### src/rtl/div_unit.sv
// Iterative restoring divider for RV32M DIV/DIVU/REM/REMU in EX.
// Retires one quotient bit per cycle. Divide-by-zero and signed overflow take a two-cycle fast path.
module div_unit #(
   parameter int XLEN = 32
) (
   input  logic            clk,
   input  logic            reset,
   input  logic            StartE,
   input  logic [1:0]      FunctE,
   input  logic [XLEN-1:0] SrcAE,
   input  logic [XLEN-1:0] SrcBE,
   input  logic            KillE,
   output logic            BusyE,
   output logic            DoneE,
   output logic [XLEN-1:0] ResultE
);

   localparam int CW = $clog2(XLEN);
   localparam logic [XLEN-1:0] MIN_NEG = {1'b1, {(XLEN-1){1'b0}}};

   typedef enum logic [1:0] {IDLE, CALC, DONE} state_t;

   state_t            state_reg, state_next;
   logic [CW-1:0]     cnt_reg;
   logic [XLEN-1:0]   rem_reg, quo_reg, div_reg, result_reg;
   logic              neg_q_reg, neg_r_reg, is_rem_reg;

   logic              start_ok, signed_op, div_zero, overflow, fast;
   logic [XLEN-1:0]   a_abs, b_abs, fast_result;
   logic [XLEN:0]     trial;
   logic              take;
   logic [XLEN-1:0]   rem_step, quo_step, q_fix, r_fix, calc_result;

   // Operand decode, only meaningful while IDLE
   always_comb begin
      start_ok    = StartE & ~KillE;
      signed_op   = ~FunctE[0];
      a_abs       = (signed_op & SrcAE[XLEN-1]) ? -SrcAE : SrcAE;
      b_abs       = (signed_op & SrcBE[XLEN-1]) ? -SrcBE : SrcBE;
      div_zero    = (SrcBE == '0);
      overflow    = signed_op & (SrcAE == MIN_NEG) & (SrcBE == '1);
      fast        = div_zero | overflow;
      if (div_zero)
         fast_result = FunctE[1] ? SrcAE : '1;
      else
         fast_result = FunctE[1] ? '0 : SrcAE;
   end

   // One restoring step: bit XLEN of the trial difference is the borrow
   always_comb begin
      trial       = {rem_reg, quo_reg[XLEN-1]} - {1'b0, div_reg};
      take        = ~trial[XLEN];
      rem_step    = take ? trial[XLEN-1:0] : {rem_reg[XLEN-2:0], quo_reg[XLEN-1]};
      quo_step    = {quo_reg[XLEN-2:0], take};
      q_fix       = neg_q_reg ? -quo_step : quo_step;
      r_fix       = neg_r_reg ? -rem_step : rem_step;
      calc_result = is_rem_reg ? r_fix : q_fix;
   end

   always_ff @(posedge clk) begin
      if (reset) state_reg <= IDLE;
      else       state_reg <= state_next;
   end

   always_comb begin
      state_next = state_reg;
      BusyE      = 1'b0;
      case (state_reg)
         IDLE: begin
            if (start_ok) begin
               BusyE      = 1'b1;
               state_next = fast ? DONE : CALC;
            end
         end
         CALC: begin
            BusyE = 1'b1;
            if (cnt_reg == '0) state_next = DONE;
         end
         DONE:    state_next = IDLE;
         default: state_next = IDLE;
      endcase
      if (KillE) begin
         state_next = IDLE;
         BusyE      = 1'b0;
      end
   end

   always_ff @(posedge clk) begin
      if (reset) begin
         cnt_reg    <= '0;
         rem_reg    <= '0;
         quo_reg    <= '0;
         div_reg    <= '0;
         result_reg <= '0;
         neg_q_reg  <= 1'b0;
         neg_r_reg  <= 1'b0;
         is_rem_reg <= 1'b0;
      end else begin
         case (state_reg)
            IDLE: begin
               if (start_ok) begin
                  cnt_reg    <= CW'(XLEN-1);
                  rem_reg    <= '0;
                  quo_reg    <= a_abs;
                  div_reg    <= b_abs;
                  is_rem_reg <= FunctE[1];
                  neg_q_reg  <= signed_op & (SrcAE[XLEN-1] ^ SrcBE[XLEN-1]);
                  neg_r_reg  <= signed_op & SrcAE[XLEN-1];
                  if (fast) result_reg <= fast_result;
               end
            end
            CALC: begin
               rem_reg <= rem_step;
               quo_reg <= quo_step;
               cnt_reg <= cnt_reg - 1'b1;
               if ((cnt_reg == '0) && !KillE) result_reg <= calc_result;
            end
            default: ;
         endcase
      end
   end

   assign DoneE   = (state_reg == DONE);
   assign ResultE = result_reg;

endmodule

### config.mk
export PLATFORM = sky130hd
export DESIGN_NAME = div_unit
export DESIGN_NICKNAME = d
export VERILOG_FILES = /design/src/rtl/div_unit.sv
export SDC_FILE = /design/constraint.sdc
export NUM_CORES = 1
export LEC_CHECK = 0
export CAP_MARGIN = 20
export CELL_PAD_IN_SITES_DETAIL_PLACEMENT = 0
export CELL_PAD_IN_SITES_GLOBAL_PLACEMENT = 1
export CORE_MARGIN = 2
export CORE_UTILIZATION = 35
export CTS_CLUSTER_DIAMETER = 60
export CTS_CLUSTER_SIZE = 28
export DETAILED_ROUTE_END_ITERATION = 8
export PLACE_DENSITY_LB_ADDON = 0.12
export SLEW_MARGIN = 20
export SYNTH_ARGS = -nofsm -noshare
export SYNTH_HDL_FRONTEND = slang
export SYNTH_SLANG_ARGS = --single-unit
### constraint.sdc
create_clock -name clk -period 5.1 [get_ports clk]
set_input_delay 1.02 -clock clk [delete_from_list [all_inputs] [get_ports clk]]
set_output_delay 1.02 -clock clk [all_outputs]
set_load 0.005 [all_outputs]
==> flow_metrics.tcl <==
set metrics [dict create \
    maxSlewHeadroom_pct 25.66 \
    endpoint_kind "register" \
    fin_nets 1833 \
    num_rows 67 \
    dieArea_um2 35110 \
    crit_type "reg -> reg" \
    h-tree-depth 4 \
    multi_input_area_um2 8378 \
    ys_ff_latch 138 \
    tns_ns 0 \
    wl_mm 43.80 \
    ys_seq_area_share_pct 23.47 \
    finalSetupViolations 0 \
    ys.warnings.count 0 \
    hold_viol_final 0 \
    antenna_cells 0 \
    crit_fanout 4 \
    cpMaxStageDelayCell "fa_1" \
    area_growth_pct 20.34 \
    final_cell_mix "210 x nor2_1, 178 x nand2_1, 137 x dfxtp_1" \
    dr.pass1.iters 5 \
    synth_cells 1639 \
    cts_buffers 17 \
    worstRegToRegCells 22 \
    netlist_top_cells_area "dfxtp_1 23%, nor2_1 6.7%, nand2_1 5.7%" \
    synth_cell_types 91 \
    regArea_um2 2764 \
    grt_overflow 0 \
    cts_tree "yes" \
    core_area_um2 33360 \
    syn_area_um2 11770 \
    drcViolationCount 0 \
    yosys.area.top_type "dfxtp_1" \
    clk_pin_slew_ns 0.07 \
    slowest_delay_ns 0.40 \
    synth_area_per_cell_um2 7.181 \
    die_x_um 187.4 \
    worst_pin_slew_ns 1.115 \
    synth_ff_type "dfxtp_1" \
    outcome "completed" \
    clk_latency_ns 0.45 \
    async_reset_ff_share_pct 0 \
    chipHeight_um 187.4 \
    fin_util_pct 42.45 \
    path_buf_inv 4 \
    crit_cells 22 \
    min_from "ResultE[12]$_SDFFE_PP0P_" \
    period_needed_ns 4.785 \
    clock_path_buffers 2 \
    rrSetupSlack_ns 0.32 \
    path_cells "inv_1, ha_1, inv_1, fa_1, a211oi_2, o211ai_1, and3_1, o2111ai_2, o211a_1, mux2i_2, ha_2, buf_4, nand2_1, a211oi_2, nor3b_2, nand3_1, buf_4, o31a_1, o31ai_2, xor2_1, a211oi_1, nor3_1" \
    antenna_found_initial 1 \
    peakVddDrop_mv 0.2465 \
    hold_depth 2 \
    root_buffer "clkbuf_16" \
    final_cell_area_um2 14160 \
    grt_max_degree 96 \
    regToRegEndpoint "ResultE[22]$_SDFFE_PP0P_" \
    arrival_ns 5.16 \
    synth-edff-count 0 \
    p_leak_nw 5.052 \
    required_ns 5.48 \
    grt.total_usage_pct 24.70 \
    drt_iter0_markers 997 \
    cts.sinks 138 \
    power_density_nw_per_um2 239.1 \
    place_area_um2 13460 \
    fill_cells 3561 \
    syn-num-nets 1749 \
    drv_cap 0 \
    routedWlPerCell_um 20.06 \
    period_share_pct 93.81 \
    num_vias 12444 \
    start_kind "register" \
    port_buffers 103 \
    antenna_left 0 \
    skew_ns 0.01582 \
    hpwl_mm 33.13 \
    regToRegStartpoint "quo_reg[31]$_SDFFE_PP0P_" \
    max_freq_ghz 0.2090 \
    final_common_cell "nor2_1" \
    initial_utilization_pct 35.28 \
    synth_top_area_share_pct 23.47 \
    drv_slew 0 \
    io_pins 104 \
    critPathTopFamily "compound AO/OA/AOI/OAI gates" \
    grt_setup_unrepaired "no" \
    grt_pass1_wl_mm 67.74 \
    layout-drive-gt1-share_pct 9.505 \
    gp_congestion 0.8887 \
    viasPerCell 5.698 \
    grt_pass1_vias 11412 \
    hp-class "reg -> reg" \
    power_mw 3.386 \
    worstHoldEndpoint "ResultE[12]$_SDFFE_PP0P_" \
]
==> how the worst max path moves through the flow <==
stage                          endpoint  slack [ns]                startpoint
6_report       ResultE[22]$_SDFFE_PP0P_        0.32  quo_reg[31]$_SDFFE_PP0P_
5_1_grt        ResultE[22]$_SDFFE_PP0P_        0.03  quo_reg[31]$_SDFFE_PP0P_
4_1_cts        ResultE[24]$_SDFFE_PP0P_        0.17  rem_reg[20]$_SDFFE_PP0P_
3_5_place_dp    ResultE[2]$_SDFFE_PP0P_        0.16                  SrcBE[0]
3_3_place_gp    ResultE[2]$_SDFFE_PP0P_        0.22                  SrcBE[0]
2_1_floorplan  ResultE[16]$_SDFFE_PP0P_        0.13  div_reg[27]$_SDFFE_PP0P_
==> cells in the mapped netlist (6+ instances only) <==
library cell	number
a211o_1	6
a211oi_1	54
a21o_1	13
a21oi_1	132
a22oi_1	33
a311oi_1	11
a31oi_1	52
a41oi_1	6
and2_1	13
and3_1	11
and4_1	6
buf_1	7
buf_2	18
clkbuf_1	74
dfxtp_1	138
ha_1	39
inv_1	58
mux2_2	7
mux2i_1	29
nand2_1	178
nand2b_1	15
nand3_1	30
nand4_1	17
nor2_1	211
nor2b_1	7
nor3_1	51
nor4_1	21
nor4b_1	6
o211ai_1	21
o21ai_0	80
o21ai_1	7
o221ai_1	7
o31ai_1	23
or3_1	16
or4_1	11
xnor2_1	62
xor2_1	62
==> area by class of cell <==
class                           instances  share of cell area (%)
Sequential cell                       138                   19.51
Inverter                               60                   1.590
Clock inverter                         12                   1.148
Tap cell                              448                   3.958
Clock buffer                           20                   3.295
Multi-Input combinational cell       1332                   59.15
Timing Repair Buffer                  174                   11.34
==> worst register-to-register path: stages, from the launching register on <==
cell and delay (ns):
dfxtp_1 0.31, inv_1 0.05, ha_1 0.17, inv_1 0.06, fa_1 0.40, a211oi_2 0.28
o211ai_1 0.18, and3_1 0.25, o2111ai_2 0.18, o211a_1 0.30, mux2i_2 0.28, ha_2 0.20
buf_4 0.11, nand2_1 0.06, a211oi_2 0.22, nor3b_2 0.25, nand3_1 0.21, buf_4 0.22
o31a_1 0.31, o31ai_2 0.24, xor2_1 0.18, a211oi_1 0.09, nor3_1 0.19
==> cell families after synthesis <==
| group | count (synthesis) | synth area share (%) |
|---|---|---|
| DFF | 138 | 23.47 |
| AOI/OAI and AO/OA | 509 | 28.73 |
| xor gates and xnor gates | 124 | 9.227 |
| adders and majority gates | 40 | 4.316 |
| buffers and inverters | 169 | 5.985 |
| and+or+nand+nor | 622 | 24.94 |
| muxes | 37 | 3.327 |
==> repair_timing <==
action	4_1_cts	5_1_grt
setup buffers	0	3
setup endpoints to repair	0	10
gates resized for setup	0	13
hold buffers	0	0
==> per-stage QoR <==
step,cells,worst slack (ns),hold WS [ns]
floorplan,1639,0.1266,0.4319
global placement,2149,0.2179,0.4406
finish,2184,0.3155,0.4578
detailed placement,2149,0.1630,0.4506
global route,2184,0.02889,0.4708
CTS,2181,0.1715,0.4608
==> per-layer routing <==
| layer | part of all wire [%] | track usage, % | vias up |
|---|---|---|---|
| met2 | 45 | 39.00 | 314 |
| met5 | 0 | 0 | - |
| met3 | 4.6 | 3.208 | 31 |
| met4 | 1.3 | 5.512 | 0 |
| li1 | - | - | 6153 |
| met1 | 49 | 35.70 | 5946 |
==> where the power goes <==
| group | internal [mW] | total (mW) | switching, mW |
|---|---|---|---|
| combinational | 0.331 | 0.852 | 0.521 |
| clock | 0.814 | 1.37 | 0.561 |
| sequential | 1.12 | 1.16 | 0.0400 |
| total | 2.26 | 3.39 | 1.12 |
Power figures use the tool's default switching activity.
